[config.mk]
export PLATFORM = sky130hd
export DESIGN_NAME = i2c_adc_target
export DESIGN_NICKNAME = d
export VERILOG_FILES = /design/src/rtl/i2c_adc_target.sv
export SDC_FILE = /design/constraint.sdc
export NUM_CORES = 1
export LEC_CHECK = 0
export ABC_AREA = 1
export BUFFER_PORTS_ARGS = -buffer_cell sky130_fd_sc_hd__buf_2
export CAP_MARGIN = 20
export CORE_UTILIZATION = 45
export DETAILED_ROUTE_END_ITERATION = 10
export PLACE_DENSITY = 0.73
export SLEW_MARGIN = 20
export SYNTH_ARGS = -nofsm -noshare
export SYNTH_HDL_FRONTEND = slang
export SYNTH_SLANG_ARGS = --single-unit
[constraint.sdc]
create_clock -name clk -period 3 [get_ports clk]
set_input_delay 0.3 -clock clk [delete_from_list [all_inputs] [get_ports clk]]
set_output_delay 0.3 -clock clk [all_outputs]
set_load 0.01 [all_outputs]
[src/rtl/i2c_adc_target.sv]
// I2C target emulating the AD7991 ADC read protocol and config-byte write.
// Serves a single 12-bit hold register to the master as two bytes per sample.
module i2c_adc_target #(
    parameter logic [6:0] DEV_ADDR  = 7'h28,
    parameter logic [7:0] CFG_RESET = 8'h10,
    parameter int         SYNC_LEN  = 2
) (
    input  logic        clk,
    input  logic        rst,
    input  logic        scl_in,
    input  logic        sda_in,
    output logic        sda_oe,
    input  logic [11:0] sample_data,
    input  logic        sample_valid,
    output logic        sample_ready,
    output logic [7:0]  cfg_reg,
    output logic        cfg_wr,
    output logic        busy
);

    typedef enum logic [3:0] {
        S_IDLE,
        S_ADDR,
        S_ADDR_ACK,
        S_WR_BYTE,
        S_WR_ACK,
        S_RD_HI,
        S_RD_LO,
        S_M_ACK,
        S_IGNORE,
        S_WAIT_STOP
    } state_t;

    state_t state_q, state_d;

    logic [SYNC_LEN-1:0] scl_sync_q, sda_sync_q;
    logic scl_prev_q, sda_prev_q;
    logic scl_s, sda_s;
    logic scl_rise, scl_fall, start_det, stop_det;

    logic [7:0]  sh_q, sh_d;
    logic [2:0]  cnt_q, cnt_d;
    logic        full_q, full_d;
    logic        rw_q, rw_d;
    logic        lo_q, lo_d;
    logic        mack_q, mack_d;
    logic [11:0] tx_q, tx_d;
    logic [11:0] hold_q, hold_d;
    logic        oe_q, oe_d;
    logic        busy_q, busy_d;
    logic [7:0]  cfg_q, cfg_d;
    logic        cfg_wr_q, cfg_wr_d;
    logic        snap;

    // Bus idles high, so the synchronizers reset to 1 to avoid a fake edge.
    always_ff @(posedge clk) begin
        if (rst) begin
            scl_sync_q <= '1;
            sda_sync_q <= '1;
            scl_prev_q <= 1'b1;
            sda_prev_q <= 1'b1;
        end else begin
            scl_sync_q <= {scl_sync_q[SYNC_LEN-2:0], scl_in};
            sda_sync_q <= {sda_sync_q[SYNC_LEN-2:0], sda_in};
            scl_prev_q <= scl_s;
            sda_prev_q <= sda_s;
        end
    end

    assign scl_s     = scl_sync_q[SYNC_LEN-1];
    assign sda_s     = sda_sync_q[SYNC_LEN-1];
    assign scl_rise  = scl_s & ~scl_prev_q;
    assign scl_fall  = ~scl_s & scl_prev_q;
    assign start_det = scl_s & scl_prev_q & sda_prev_q & ~sda_s;
    assign stop_det  = scl_s & scl_prev_q & ~sda_prev_q & sda_s;

    always_ff @(posedge clk) begin
        if (rst) begin
            state_q  <= S_IDLE;
            sh_q     <= 8'h00;
            cnt_q    <= 3'd0;
            full_q   <= 1'b0;
            rw_q     <= 1'b0;
            lo_q     <= 1'b0;
            mack_q   <= 1'b0;
            tx_q     <= 12'h000;
            hold_q   <= 12'h000;
            oe_q     <= 1'b0;
            busy_q   <= 1'b0;
            cfg_q    <= CFG_RESET;
            cfg_wr_q <= 1'b0;
        end else begin
            state_q  <= state_d;
            sh_q     <= sh_d;
            cnt_q    <= cnt_d;
            full_q   <= full_d;
            rw_q     <= rw_d;
            lo_q     <= lo_d;
            mack_q   <= mack_d;
            tx_q     <= tx_d;
            hold_q   <= hold_d;
            oe_q     <= oe_d;
            busy_q   <= busy_d;
            cfg_q    <= cfg_d;
            cfg_wr_q <= cfg_wr_d;
        end
    end

    always_comb begin
        state_d  = state_q;
        sh_d     = sh_q;
        cnt_d    = cnt_q;
        full_d   = full_q;
        rw_d     = rw_q;
        lo_d     = lo_q;
        mack_d   = mack_q;
        tx_d     = tx_q;
        oe_d     = oe_q;
        busy_d   = busy_q;
        cfg_d    = cfg_q;
        cfg_wr_d = 1'b0;
        snap     = 1'b0;

        if (start_det) begin
            state_d = S_ADDR;
            cnt_d   = 3'd0;
            full_d  = 1'b0;
            oe_d    = 1'b0;
        end else if (stop_det) begin
            state_d = S_IDLE;
            cnt_d   = 3'd0;
            full_d  = 1'b0;
            oe_d    = 1'b0;
            busy_d  = 1'b0;
        end else begin
            case (state_q)
                S_ADDR, S_WR_BYTE: begin
                    if (scl_rise) begin
                        sh_d   = {sh_q[6:0], sda_s};
                        cnt_d  = cnt_q + 3'd1;
                        full_d = (cnt_q == 3'd7);
                    end else if (scl_fall && full_q) begin
                        full_d = 1'b0;
                        if (state_q == S_WR_BYTE) begin
                            state_d = S_WR_ACK;
                            oe_d    = 1'b1;
                        end else if (sh_q[7:1] == DEV_ADDR) begin
                            state_d = S_ADDR_ACK;
                            oe_d    = 1'b1;
                            busy_d  = 1'b1;
                            rw_d    = sh_q[0];
                            snap    = sh_q[0];
                        end else begin
                            state_d = S_IGNORE;
                            busy_d  = 1'b0;
                        end
                    end
                end
                S_ADDR_ACK: begin
                    if (scl_fall) begin
                        cnt_d = 3'd0;
                        if (rw_q) begin
                            state_d = S_RD_HI;
                            sh_d    = {4'b0000, tx_q[11:8]};
                            oe_d    = 1'b1;
                        end else begin
                            state_d = S_WR_BYTE;
                            oe_d    = 1'b0;
                        end
                    end
                end
                S_WR_ACK: begin
                    if (scl_fall) begin
                        state_d  = S_WR_BYTE;
                        cfg_d    = sh_q;
                        cfg_wr_d = 1'b1;
                        cnt_d    = 3'd0;
                        oe_d     = 1'b0;
                    end
                end
                S_RD_HI, S_RD_LO: begin
                    if (scl_fall) begin
                        if (cnt_q == 3'd7) begin
                            state_d = S_M_ACK;
                            lo_d    = (state_q == S_RD_LO);
                            cnt_d   = 3'd0;
                            oe_d    = 1'b0;
                        end else begin
                            sh_d  = {sh_q[6:0], 1'b0};
                            cnt_d = cnt_q + 3'd1;
                            oe_d  = ~sh_q[6];
                        end
                    end
                end
                S_M_ACK: begin
                    if (scl_rise) begin
                        mack_d = ~sda_s;
                    end else if (scl_fall) begin
                        cnt_d = 3'd0;
                        if (!mack_q) begin
                            state_d = S_WAIT_STOP;
                            oe_d    = 1'b0;
                        end else if (lo_q) begin
                            state_d = S_RD_HI;
                            snap    = 1'b1;
                            sh_d    = {4'b0000, hold_q[11:8]};
                            oe_d    = 1'b1;
                        end else begin
                            state_d = S_RD_LO;
                            sh_d    = tx_q[7:0];
                            oe_d    = ~tx_q[7];
                        end
                    end
                end
                default: ;
            endcase
        end

        if (snap) begin
            tx_d = hold_q;
        end
    end

    // A snapshot cycle stalls the producer so the old value is captured intact.
    always_comb begin
        hold_d = hold_q;
        if (sample_valid && sample_ready) begin
            hold_d = sample_data;
        end
    end

    assign sample_ready = ~(snap & ~rst);
    assign sda_oe       = oe_q & ~rst;
    assign cfg_reg      = cfg_q;
    assign cfg_wr       = cfg_wr_q;
    assign busy         = busy_q;

endmodule

# Word-level counts from Yosys, hierarchy flattened
# Cells that the tools add are included.
word_totals:
  ff_bits: 60
  inputBits: 17
  word_cells: 164
op_classes:
  n_addsub: 1
  n_eq_ne: 32
  mux: 66
  bitwise: 22
  reduce_logical: 25
ops:
  columns: ["op", "n"]
  rows:
  - ["$mux W8", 9]
  - ["$mux W4", 11]
  - ["$mux W1", 34]
  - ["$ne A4 B4 Y1 const B", 8]
  - ["$pmux W8 S4", 1]
  - ["$reduce_and A9 Y1", 3]
  - ["$ne A2 B2 Y1 const B", 13]
  - ["$pmux W4 S5", 1]
  - ["$mux W3", 6]
  - ["$eq A4 B3 Y1 const B", 4]
  - ["$not A1 Y1", 13]
  - ["$pmux W3 S4", 1]
  - ["$reduce_and A4 Y1", 3]
  - ["$reduce_and A11 Y1", 1]
  - ["$reduce_and A5 Y1", 2]
  - ["$and A1 B1 Y1", 9]
  - ["$eq A4 B2 Y1 const B", 2]
  - ["$reduce_bool A4 Y1", 2]
  - ["$eq A7 B6 Y1 const B", 1]
  - ["$reduce_and A7 Y1", 1]
  - ["$reduce_bool A7 Y1", 1]
  - ["$reduce_bool A2 Y1", 3]
  - ["$reduce_or A2 Y1", 3]
  - ["$pmux W1 S5", 1]
  - ["other kinds (12)", 13]

# Logic depth before layout (Yosys ltp)
logic_depth:
  word_depth: 11
  depth_mapped: 12

# Worst setup path before layout
# Ideal clock, no wire load.
synth_path:
  path_type: "register to output"
  from: "reg state_q[2]"
  to: "out sample_ready"
  arrival_time_ns: 1.157
  setup_slack_ns: 1.543
  stages_incl_launch_ff: 9
  n_path_buf: 1
  path_cell_list: "dfxtp_1 -> inv_2 -> nor2_4 -> nand2_4 -> nor2_2 -> nand3_1 -> nand2_2 -> nand2_4 -> buf_6"
synth_via:
  elab_chain_cells: 9
  elab_cells_between_ends: 12
  cone_classes: "3 x eq/ne; 6 x mux; 2 x bitwise; 1 x reduce/logical"
synth_rtl:
  columns: ["item", "line", "rtl"]
  rows:
  - ["start, declared", "34", "state_t state_q, state_d;"]
  - ["start signal, assigned", "93", "state_q <= state_d;"]
  - ["$eq A4 B2 Y1", "136, 144", null]
  - ["$mux W1", "144", "if (state_q == S_WR_BYTE) begin"]
  - ["$mux W1", "142", "end else if (scl_fall && full_q) begin"]
  - ["$mux W1", "138", "if (scl_rise) begin"]
  - ["$pmux W1 S2 (*)", "136", "case (state_q)"]
  - ["$mux W1 (*)", "129", "end else if (stop_det) begin"]
  - ["$mux W1 (*)", "124", "if (start_det) begin"]
  - ["$and A1 B1 Y1 (*)", "232", "assign sample_ready = ~(snap & ~rst);"]
  - ["$not A1 Y1 (*)", "232", null]
  - ["end, declared", "15", "output logic sample_ready,"]
# Mark *: on every way between the ends. The rest lies on a longest branch, timed or not.

# Worst setup path in the final report
layout_path:
  from: "reg state_q[1]"
  to: "out sample_ready"
# Same word-level chain as after synthesis.

==> run metrics <==
GP Congestion=0.943; Layout Cells excl Fill=548; area of the core=slightly above 6000 um^2; Initial Util=a little under half; # IOs=29; Final ANT Viol Nets=0; Syn Nets=459; CP Capture Type=primary output; Static Leak=0.00168 uW; critical path data required time=2700 ps; status=finished, final reports clean; Root Driver=clkbuf_8; hold_ws=140 ps; Worst-Margin Slew=651 ps; Longest Clk Path Bufs=2; drt first pass iters=5; Wirelength per Cell=12.1 um; dpl hpwl=between 4 and 5 mm; 1st-iter DRT viols=about 250; slew margin rel.=between 50 and 60%; Largest regs=hold_q: 12 flops, tx_q: 12 flops; # DRC=0; clock tree from TritonCTS=yes; first-pass GRT wire length=between 10 and 15 mm; Design Power=2790 uW; Seq/Total Area, Yosys=approximately 41%; critical path class=flip-flop to primary output; Nets=about 490; cts bufs inserted=9; # hold bufs at CTS=0; power per cell area=850 nW/um^2; die area=6800 um^2; # Post-CTS Setup Buffers=0; vias per cell=about 5.0; top cell type by total area after synthesis=dfxtp_1; global route overflow=0; number of global-route vias before repair=2509; Skew-Pair Late Insertion Delay=roughly 340 ps; die height=~80 um; pin count of the biggest net entering global routing=30; diodes inserted=0; post-synthesis register bit count=60; Synth top area share=between 40% and 50%; Layout area overhead=12.7%; Critical Path Source Type=flip-flop; level count of the clock H-tree=3; number of setup violations in the final report=0; Final min period=between 2000 and 2500 ps; Reg clk slew, reported paths=70 ps; GRT Util Overall=22.7%; Max rail drop VDD=around 400 uV; Avg Cell Area, Syn=around 6.6 um^2; worst hold path type=input port to flip-flop; f_max=approximately 0.45 GHz; unrepaired setup endpoints after global routing=false; ratio of cells with drive above 1 in the final layout=around 14%; Inst Count DP=532; Worst Clk Skew=about 10 ps; final wirelength=~6.6 mm; top cells by area, synth=dfxtp_1 41%, nand2_1 13%, nor2_1 9.7%; Max FO, Critical Path=25; synth unique cells=27; Post-Syn Area=a little under 3000 um^2; setup_tns=0 ps; Pins Over Slew Limit=0; synthesized instance count=440; number of max-cap violations=0; cts repair resizes=0; clk sink count=60; Via Count=2740; Synth warnings=0; initial antenna violation count=0; row count=28; die width=approximately 80 um; IO Port Bufs=28; final hold vios=0; final period utilization=around three quarters; WP data arrival=between 1500 and 2000 ps
## per-stage QoR
step | area, um^2 | setup WS, ps | util (%)
global route | 3280 | 566 | 53.9
CTS | 3280 | 739 | 53.9
finish | 3280 | 759 | 53.9
floorplan | 2910 | 1540 | -
detailed placement | 3090 | 1120 | 50.7
global placement | 3090 | 1150 | 50.7
## layer usage
metal  GRT usage, %  up-vias  routed length [um]
li1               -     1431                   -
met1           30.1     1230                3390
met2           35.3       64                2830
met3           5.71       15                 253
met4           8.95        0                 146
met5              0        -                   0
## cells in the mapped netlist, drive strengths merged
| cell type | number |
|---|---|
| inv | 61 |
| dfxtp | 60 |
| buf | 6 |
| nand3b | 6 |
| nor4 | 1 |
| nor2 | 82 |
| o22ai | 1 |
| nand4 | 2 |
| o21ai | 31 |
| nand3 | 30 |
| clkinv | 1 |
| o211ai | 2 |
| clkbuf | 6 |
| nand2 | 110 |
| o21a | 1 |
| or2 | 4 |
| nor3 | 1 |
| ha | 2 |
| a21oi | 33 |
## final timing paths
check                           startpoint                        to  slack [ps]  cells past startpoint
hold reg to reg   scl_sync_q[0]$_SDFF_PP1_  scl_sync_q[1]$_SDFF_PP1_         410                      1
setup reg to reg   state_q[1]$_SDFFE_PP0P_      tx_q[6]$_SDFFE_PP0N_        1220                      9
hold / removal                      sda_in  sda_sync_q[0]$_SDFF_PP1_         140                      2
setup / recovery   state_q[1]$_SDFFE_PP0P_              sample_ready         760                      8
## placed cells by master, fill, tap and decap left out, types with 2 or more instances in the layout
cell	Yosys	routed
a21oi_1	32	32
nand4_1	2	2
inv_2	4	4
clkinv_2	0	2
nand2_4	3	3
ha_1	2	2
nand2_2	4	4
nand3_1	30	30
nand3b_1	6	6
clkbuf_8	0	10
nor2_1	75	75
nor2_2	4	4
or2_2	4	4
nor2_4	3	3
buf_2	4	28
nand2_1	103	103
clkbuf_1	6	2
inv_1	57	57
dfxtp_1	60	60
o211ai_1	2	2
o21ai_0	30	30
## kinds of logic after synthesis
family | count (synthesis) | share of synthesized area (%)
fa+ha+maj | 2 | 0.859
flops | 60 | 41.2
buf+inv | 74 | 10.2
simple gates | 236 | 35.3
compound gates | 68 | 12.4
## critical path, cell delays in order (launching register included)
cell	delay, ps
dfxtp_1	440
nand2_2	110
inv_2	80
nand2_4	70
nor2_2	130
nand3_1	100
nand2_2	240
nand2_4	210
buf_2	220
## power breakdown
group	leakage [uW]	switching [uW]	internal, uW	total [uW]
sequential	0.000490	75.2	908	983
combinational	0.00109	730	357	1090
clock	0.000100	316	405	722
## layout make-up
cell class | instances | area (um^2)
Clock buffer | 12 | 145
Clock inverter | 4 | 48.8
Fill cell | 606 | 2810
Inverter | 62 | 233
Multi-Input combinational cell | 306 | 1420
Sequential cell | 60 | 1200
Tap cell | 75 | 93.8
Timing Repair Buffer | 29 | 148
(Power assumes the default switching activity.)
